<file path="src/rtl/video_switch_pkg.sv">
// Shared types and constants for the video stream switch.
// FSM state encoding, watchdog width and the blanking pixel value.
package video_switch_pkg;

    typedef enum logic [1:0] {
        LOCKED,
        PENDING,
        SETTLE
    } sw_state_e;

    localparam int WD_W      = 23;
    localparam int BLANK_PIX = 0;

endpackage

</file>
<file path="src/rtl/sync_edge_detect.sv">
// Per-channel vertical sync edge detector.
// Ports: clk, rst_n, v_sync[N_CH] in; frame_start[N_CH] (entering the
// active level), vsync_end[N_CH] (leaving the active level) out.
module sync_edge_detect #(
    parameter int N_CH   = 13,
    parameter bit VS_POL = 1'b1
) (
    input  logic            clk,
    input  logic            rst_n,
    input  logic [N_CH-1:0] v_sync,
    output logic [N_CH-1:0] frame_start,
    output logic [N_CH-1:0] vsync_end
);

    logic [N_CH-1:0] vs_prev;
    logic [N_CH-1:0] vs_act;
    logic [N_CH-1:0] prev_act;

    always_ff @(posedge clk or negedge rst_n) begin
        if (!rst_n) begin
            vs_prev <= {N_CH{~VS_POL}};
        end else begin
            vs_prev <= v_sync;
        end
    end

    // Normalise to active-high so edge logic is polarity independent.
    assign vs_act   = VS_POL ? v_sync  : ~v_sync;
    assign prev_act = VS_POL ? vs_prev : ~vs_prev;

    assign frame_start = vs_act & ~prev_act;
    assign vsync_end   = ~vs_act & prev_act;

endmodule

</file>
<file path="src/rtl/video_stream_switch.sv">
// N-input video stream selector with frame-synchronous, tear-free switching,
// a blanked settle phase after each switch and a dead-source watchdog.
// Ports: clk, rst_n, per-channel de_in/v_sync_in/h_sync_in/pixel_in, sel in;
// registered de_out/v_sync_out/h_sync_out/pixel_out, active_ch,
// switch_pending, sel_invalid, switch_done out.
module video_stream_switch
    import video_switch_pkg::*;
#(
    parameter int N_CH        = 13,
    parameter int PIX_W       = 24,
    parameter int SEL_W       = 4,
    parameter int DEFAULT_CH  = 0,
    parameter bit FRAME_SYNC  = 1'b1,
    parameter bit VS_POL      = 1'b1,
    parameter int TIMEOUT_CYC = 4194303
) (
    input  logic                  clk,
    input  logic                  rst_n,
    input  logic [N_CH-1:0]       de_in,
    input  logic [N_CH-1:0]       v_sync_in,
    input  logic [N_CH-1:0]       h_sync_in,
    input  logic [N_CH*PIX_W-1:0] pixel_in,
    input  logic [SEL_W-1:0]      sel,
    output logic                  de_out,
    output logic                  v_sync_out,
    output logic                  h_sync_out,
    output logic [PIX_W-1:0]      pixel_out,
    output logic [SEL_W-1:0]      active_ch,
    output logic                  switch_pending,
    output logic                  sel_invalid,
    output logic                  switch_done
);

    localparam int NPAD = 2 ** SEL_W;

    localparam logic [SEL_W:0]   N_LIM  = (SEL_W + 1)'(N_CH);
    localparam logic [SEL_W-1:0] DEF_CH = SEL_W'(DEFAULT_CH);
    localparam logic [WD_W-1:0]  WD_LIM = WD_W'(TIMEOUT_CYC - 1);
    localparam logic [PIX_W-1:0] BLANK  = PIX_W'(BLANK_PIX);

    sw_state_e        state, state_n;
    logic [SEL_W-1:0] sel_q;
    logic [SEL_W-1:0] act_n;
    logic [SEL_W-1:0] pend_ch, pend_n;
    logic [SEL_W-1:0] target;
    logic [WD_W-1:0]  wd, wd_n, wd_inc;
    logic             done_n;
    logic             sel_ok;
    logic             wd_hit;
    logic             blank;

    logic [N_CH-1:0]  fs, ve;

    // Channel vectors padded to the full select range so any active_ch
    // value indexes in range; padding channels read as idle.
    logic [NPAD-1:0]  de_pad, vs_pad, hs_pad, fs_pad, ve_pad;
    logic [PIX_W-1:0] pix_arr [NPAD];

    sync_edge_detect #(
        .N_CH   (N_CH),
        .VS_POL (VS_POL)
    ) u_edge (
        .clk         (clk),
        .rst_n       (rst_n),
        .v_sync      (v_sync_in),
        .frame_start (fs),
        .vsync_end   (ve)
    );

    assign de_pad = NPAD'(de_in);
    assign vs_pad = NPAD'(v_sync_in);
    assign hs_pad = NPAD'(h_sync_in);
    assign fs_pad = NPAD'(fs);
    assign ve_pad = NPAD'(ve);

    for (genvar g = 0; g < NPAD; g++) begin : g_pix
        if (g < N_CH) begin : g_on
            assign pix_arr[g] = pixel_in[g*PIX_W +: PIX_W];
        end else begin : g_off
            assign pix_arr[g] = '0;
        end
    end

    assign sel_ok = ({1'b0, sel_q} < N_LIM);
    assign wd_hit = (wd == WD_LIM);
    assign blank  = (state == SETTLE);

    // Saturating increment: a stuck counter must not wrap back into range.
    assign wd_inc = (wd == '1) ? wd : wd + WD_W'(1);

    // An invalid request never retargets; keep the last valid one.
    assign target = sel_ok ? sel_q : pend_ch;

    always_comb begin
        state_n = state;
        act_n   = active_ch;
        pend_n  = pend_ch;
        wd_n    = wd;
        done_n  = 1'b0;
        unique case (state)
            LOCKED: begin
                wd_n = '0;
                if (sel_ok && (sel_q != active_ch)) begin
                    if (FRAME_SYNC) begin
                        state_n = PENDING;
                        pend_n  = sel_q;
                    end else begin
                        act_n  = sel_q;
                        done_n = 1'b1;
                    end
                end
            end
            PENDING: begin
                wd_n   = wd_inc;
                pend_n = target;
                // Cancel takes priority over a coincident frame start.
                if (sel_q == active_ch) begin
                    state_n = LOCKED;
                    wd_n    = '0;
                end else if (fs_pad[active_ch] || wd_hit) begin
                    act_n   = target;
                    done_n  = 1'b1;
                    state_n = SETTLE;
                    wd_n    = '0;
                end
            end
            SETTLE: begin
                wd_n = wd_inc;
                if (ve_pad[active_ch] || wd_hit) begin
                    state_n = LOCKED;
                    wd_n    = '0;
                end
            end
            default: begin
                state_n = LOCKED;
                wd_n    = '0;
            end
        endcase
    end

    always_ff @(posedge clk or negedge rst_n) begin
        if (!rst_n) begin
            state          <= LOCKED;
            sel_q          <= DEF_CH;
            active_ch      <= DEF_CH;
            pend_ch        <= DEF_CH;
            wd             <= '0;
            switch_pending <= 1'b0;
            sel_invalid    <= 1'b0;
            switch_done    <= 1'b0;
        end else begin
            state          <= state_n;
            sel_q          <= sel;
            active_ch      <= act_n;
            pend_ch        <= pend_n;
            wd             <= wd_n;
            switch_pending <= (state_n == PENDING);
            sel_invalid    <= ~sel_ok;
            switch_done    <= done_n;
        end
    end

    // Output stage uses the current active_ch, so a commit shows up one
    // cycle later with the new channel's syncs and blanked data.
    always_ff @(posedge clk or negedge rst_n) begin
        if (!rst_n) begin
            de_out     <= 1'b0;
            v_sync_out <= 1'b0;
            h_sync_out <= 1'b0;
            pixel_out  <= '0;
        end else begin
            de_out     <= blank ? 1'b0 : de_pad[active_ch];
            v_sync_out <= vs_pad[active_ch];
            h_sync_out <= hs_pad[active_ch];
            pixel_out  <= blank ? BLANK : pix_arr[active_ch];
        end
    end

endmodule

</file>
<file path="config.mk">
export PLATFORM = sky130hd
export DESIGN_NAME = video_stream_switch
export DESIGN_NICKNAME = d
export VERILOG_FILES = /design/src/rtl/video_switch_pkg.sv /design/src/rtl/sync_edge_detect.sv /design/src/rtl/video_stream_switch.sv
export SDC_FILE = /design/constraint.sdc
export NUM_CORES = 1
export LEC_CHECK = 0
export CAP_MARGIN = 20
export CORE_AREA = 2 2 152 154
export CTS_BUF_LIST = sky130_fd_sc_hd__clkbuf_2 sky130_fd_sc_hd__clkbuf_4 sky130_fd_sc_hd__clkbuf_8
export DETAILED_ROUTE_END_ITERATION = 12
export DIE_AREA = 0 0 154 156
export PLACE_DENSITY_LB_ADDON = 0.08
export SLEW_MARGIN = 20
export SYNTH_ARGS = -nofsm -noshare
export SYNTH_HDL_FRONTEND = slang
export SYNTH_SLANG_ARGS = --single-unit
</file>
<file path="constraint.sdc">
create_clock -name clk -period 2 [get_ports clk]
set_clock_uncertainty 0.1 [all_clocks]
set_input_delay 0.6 -clock clk [delete_from_list [all_inputs] [get_ports clk]]
set_output_delay 0.6 -clock clk [all_outputs]
set_load 0.01 [all_outputs]
</file>
## After elaboration in Yosys (flattened, before gate mapping)

Index checks and enable logic that the tools add are counted.

- Add/sub/neg operators: 1
- $lt $le $gt $ge: 3
- Eq/ne operators: 8
- Mux-type cells: 31
- Bitwise operators: 7
- Reductions and logical operators: 7

Operator list:

| operator | number |
|---|---|
| $bmux 24 s4 | 1 |
| $mux 23 | 4 |
| $mux 24 | 3 |
| $pmux 23 s2 | 1 |
| $and 13x13->13 | 2 |
| $not 13->13 | 2 |
| $add 23x1->23 const B | 1 |
| $eq 23x22->1 const B | 1 |
| $eq 23x23->1 const B | 1 |
| $bmux 1 s4 | 5 |
| $mux 1 | 9 |
| $mux 2 | 4 |
| $mux 4 | 2 |
| $pmux 4 s2 | 1 |
| $pmux 2 s3 | 1 |
| $ge 5x5->1 const B | 1 |
| $lt 4x5->1 const B | 1 |
| $not 4->5 | 1 |
| $eq 2x1->1 const B | 2 |
| $eq 4x4->1 | 1 |
| $lt 4x4->1 const B | 1 |
| $ne 4x4->1 | 1 |
| $reduce_and 3->1 | 1 |
| $eq 2x2->1 const B | 1 |
| other kinds (7) | 9 |

- Register bits after elaboration: 80
- Input bits: 357
- Output and inout port bits: 34

## Depth between registers and ports, before layout

- Depth in word-level cells: 9
- Mapped depth: 9
- Gate-level depth less buffers: 7

## Modules after synthesis

A second synthesis with hierarchy kept.

- Cell total of the unflattened synthesis: 522
- Area, all modules: 6,331.1 µm²

Modules (own cells, without submodules):

| module | instances | cells each | area an instance (µm²) |
|---|---|---|---|
| video_stream_switch | 1 | 483 | 5,778.0 |
| sync_edge_detect | 1 | 39 | 553.0 |

## Worst setup path after synthesis

Ideal clock, no wire load.

- Path kind: input to register
- Start point: input v_sync_in[3]
- End point: register state[0]
- Library setup time: 0.128 ns
- Arrival time: 2.189 ns
- Required time: 1.772 ns
- Path slack: -0.417 ns
- Stages: 7
- Cell sequence: nand2b_1 > mux4_2 > a221o_1 > nor4bb_1 > a31oi_2 > buf_4 > a21oi_1

- Cells in the longest elaborated chain, start to end: 7
- Elaborated cells on any way between the ends: 13
- Classes of those cells: mux: 8; bitwise: 3; reduce/logical: 2

RTL lines:

| item | RTL line | RTL |
|---|---|---|
| from (decl) | video_stream_switch.sv:20 | `input logic [N_CH-1:0] v_sync_in,` |
| $and 13x13->13 / $not 13->13 (equally long branches) | - |  |
| $bmux 1 s4 / $and 13x13->13 (equally long branches) | video_stream_switch.sv:120, sync_edge_detect.sv:32 |  |
| $mux 1 (implied by the code) / $bmux 1 s4 (equally long branches) | video_stream_switch.sv:120, video_stream_switch.sv:129 |  |
| $logic_or 1x1->1 / $mux 1 (equally long branches) | video_stream_switch.sv:120, video_stream_switch.sv:129 |  |
| $mux 2 / $logic_or 1x1->1 (equally long branches) | video_stream_switch.sv:120, video_stream_switch.sv:129 |  |
| $mux 2 (on tied branches) | video_stream_switch.sv:117, video_stream_switch.sv:129 |  |
| $pmux 2 s3 * | video_stream_switch.sv:100 | `unique case (state)` |
| named net state_n[0] | video_stream_switch.sv:41 | `sw_state_e state, state_n;` |
| to (signal assigned) | video_stream_switch.sv:152 | `state <= state_n;` |
| to (decl) | video_stream_switch.sv:41 |  |

The timed path passes the listed nets; every way through them passes the cells marked *. The select of a mux whose other input is x is not followed.
A chain may end at the register's enable or synchronous reset.

## Final worst setup path

- Start point: register active_ch[0]
- End point: register active_ch[1]

- Cells in the longest elaborated chain, start to end: 4
- Elaborated cells on any way between the ends: 6
- Classes of those cells: eq/ne: 1; mux: 2; bitwise: 1; reduce/logical: 2

RTL lines:

| item | RTL line | RTL |
|---|---|---|
| from (decl) | video_stream_switch.sv:28 | `output logic [SEL_W-1:0] active_ch,` |
| from (signal assigned) | video_stream_switch.sv:154 | `active_ch <= act_n;` |
| $bmux 1 s4 | video_stream_switch.sv:120 | `end else if (fs_pad[active_ch] \|\| wd_hit) begin` |
| $mux 1 (implied by the code) | video_stream_switch.sv:120 |  |
| $logic_or 1x1->1 | video_stream_switch.sv:120 |  |
| $reduce_and 3->1 (no line) * | - |  |

Mark *: on every way between the ends. The rest lies on a longest branch, timed or not. The select of a mux whose other input is x is not followed.

==> summary.txt <==
status -> complete, but fails checks
failing checks -> negative setup slack
DRC -> 0
Peak VDD IR -> 0.363 mV
worst r2r src -> active_ch[0]
filler instances -> 1932
netlist area before placement -> 6240 sq um
final setup violation count -> 63
register area share after synthesis -> 32.1%
TritonCTS clock tree -> yes
total I/O pin count -> 391
Hold-fix buffers, CTS -> 0
Mean Syn Cell Area -> 11.6 sq um
Nets -> 1361
Yosys warnings -> 0
global-route wire length before repair -> 45900 um
pwr/cell area -> 422 nW/um^2
Final Hold Fails -> 0
Syn Nets -> 902
initial antenna violation count -> 7
CTS root buffer -> clkbuf_8
area grow syn2layout -> 91.2%
worst hold path type -> in2async
most frequent CP cell -> o311ai_4
Rel. slew slack -> 49.4%
Worst Setup SP -> active_ch[0]
detailed placement HPWL -> 25300 um
max_cap viols -> 0
worst r2r dst -> active_ch[1]
Skew-Pair Late Insertion Delay -> 0.38 ns
Critical Path Start Type -> register
worst reg2reg setup slack -> -0.46 ns
Port Buffers -> 390
Final Cycle Share -> 123%
clk slew on worst S/H paths -> 0.10 ns
layout cells sized above 1 -> 27.4%
GRT Residual Overflow -> 0
cell count after synthesis -> 539
post-synthesis cell type count -> 64
top cell type's share of synthesized area -> 32.1%
H-tree depth -> 3
RSZ-0062 raised after global routing -> yes
Least-Margin Pin Slew -> 0.759 ns
crit end category -> register
vias in the first global route -> 7350
Die Ht -> 156 um
post-synth top area cell -> dfrtp_1
setup tns final -> -17.80 ns
die width -> 154 um
die area -> 24000 sq um
gr usage total -> 25.6%
Data required, critical path -> 2.16 ns
Core ar. -> 22400 sq um
crit path kind -> reg2reg
CP max FO -> 10
DRT Pass-1 Iters -> 4
Commonest cells post-synth -> mux4_2 (81), nand2_1 (81), dfrtp_1 (80)
final setup margin -> -0.461 ns
Vias -> 6830
Post-synth EDFFs -> 0
CTS Buf Count -> 9
Synth area leaders -> dfrtp_1 (32%), mux4_2 (29%), nand2_1 (4.9%)
pin count of the biggest net entering global routing -> 60
initial cell density of the core -> 27.9%
routed length per placed instance -> 24.5 um
# rows -> 55
# clock sinks -> 80
main flop type after synthesis -> dfrtp_1
Crit-path slowest cell -> dfrtp_4
Reg2Reg Depth -> 7
gpl congestion -> 0.929
Routed WL -> 31700 um
clk buf depth -> 2
number of DRC markers in iteration 0 -> 334
Post-DRT Antenna Nets -> 0
synthesized flop and latch total -> 80
Leak -> 4.78 nW
Placement Setup Slack -> -0.989 ns
Max Fclk -> 406 MHz
CP Cell Sequence -> buf_6 -> o311a_4 -> o311ai_4 -> o311ai_4 -> buf_4 -> a21boi_4 -> mux2_4
Critical Path AT -> 2.62 ns
delay of the slowest critical-path stage -> 0.50 ns
Slew Limit Fails -> 0
crit path time final -> 2.46 ns
vias per cell -> 5.28
ys async rst share -> 100%
[flip-flops by register name, summed over array words and instances (netlist names)]
register,cells
active_ch,4
pend_ch,4
switch_done,1
state,2
wd,23
v_sync_out,1
switch_pending,1
u_edge.prev_act,13
sel_q,4
pixel_out,24
sel_invalid,1
de_out,1
h_sync_out,1
[cell families after synthesis]
group                      synth area share (%)
DFF                                        32.1
and+or+nand+nor                            13.9
xor gates and xnor gates                   3.37
AOI/OAI and AO/OA                          13.2
muxes                                      31.1
adders and majority gates                  1.20
buffers and inverters                      5.15
[repair_timing]
action	CTS	global route
endpoints found under the setup margin	80	68
buffers inserted	11	13
pin swaps	11	14
gates resized for setup	49	37
cloned	1	2
[layout by cell type (no fill, tap or decap), types with 3 or more instances in the layout]
master	synthesis	final
nor3_1	5	4
nor3b_1	7	5
buf_4	14	84
o2111ai_1	5	5
buf_12	0	9
xnor2_1	22	21
a21oi_1	7	5
inv_1	12	11
nor3b_4	0	3
o211ai_1	5	5
dlygate4sd2_1	0	19
dfrtp_1	80	77
and2_1	5	5
mux2i_1	6	6
and3_1	5	4
a311oi_2	0	8
a221oi_2	0	26
diode_2	0	6
mux4_2	81	81
nand3b_1	3	3
clkdlybuf4s50_1	0	360
dlymetal6s2s_1	0	6
mux2_4	0	3
nor2_1	29	28
ha_1	6	6
o21ai_0	6	6
nor2b_1	4	4
nand3_1	6	6
nand4_1	11	11
nand2b_1	6	4
buf_16	0	3
clkbuf_8	1	9
buf_6	2	13
nand2_1	81	79
a311oi_1	25	17
[worst max-delay path by stage]
stage | depth (start not counted) | endpoint | slack (ns)
5_1_grt | 9 | active_ch[2] | -0.53
3_5_place_dp | 7 | switch_pending | -0.99
2_1_floorplan | 7 | state[0] | -0.30
3_3_place_gp | 8 | state[0] | -0.88
6_report | 7 | active_ch[1] | -0.46
4_1_cts | 6 | switch_pending | -0.47
[per-layer routing]
metal / vias to the layer above / GRT usage (%) / wire length [um]
li1: 3079 / - / -
met3: 21 / 5.47 / 1810
met5: - / 0 / 13
met4: 2 / 5.34 / 360
met1: 3509 / 31.3 / 12400
met2: 219 / 46.5 / 17100
[through the flow]
stage | hold WS (ns) | instances | instance area (sq um) | total power [mW] | util, %
2_1_floorplan | 0.204 | 539 | 6530 | 2.48 | -
3_3_place_gp | 0.374 | 1246 | 11200 | 3.55 | 50.1
3_5_place_dp | 0.381 | 1246 | 11200 | 3.60 | 50.1
4_1_cts | 0.0918 | 1273 | 11600 | 5.02 | 51.9
5_1_grt | 0.107 | 1291 | 11900 | 5.26 | 53.3
6_report | 0.0787 | 1294 | 11900 | 5.04 | 53.4
[report_power, final]
group | switching, mW | leakage (nW) | internal [mW]
logic | 0.667 | 3.63 | 1.20
clock network | 0.694 | 0.110 | 0.706
registers | 0.0601 | 1.05 | 1.71
[critical path: cells and delay by family (launching register included)]
family	cells	cell delay (ns)
AOI/OAI and AO/OA	4	1.07
buffers and inverters	2	0.34
DFF	1	0.50
muxes	1	0.32
[final cells by class]
type                       instances  area, sq um  share of cell area (%)
antenna                            6         15.0                   0.126
clock buffer                       9          124                    1.04
clock inverter                     7         95.1                   0.797
inverter                          13         48.8                   0.409
multi-input combinational        395         4320                    36.2
sequential                        80         2010                    16.8
tap                              285          357                    2.99
timing repair buffer             499         4970                    41.6
Power figures use the tool's default switching activity.
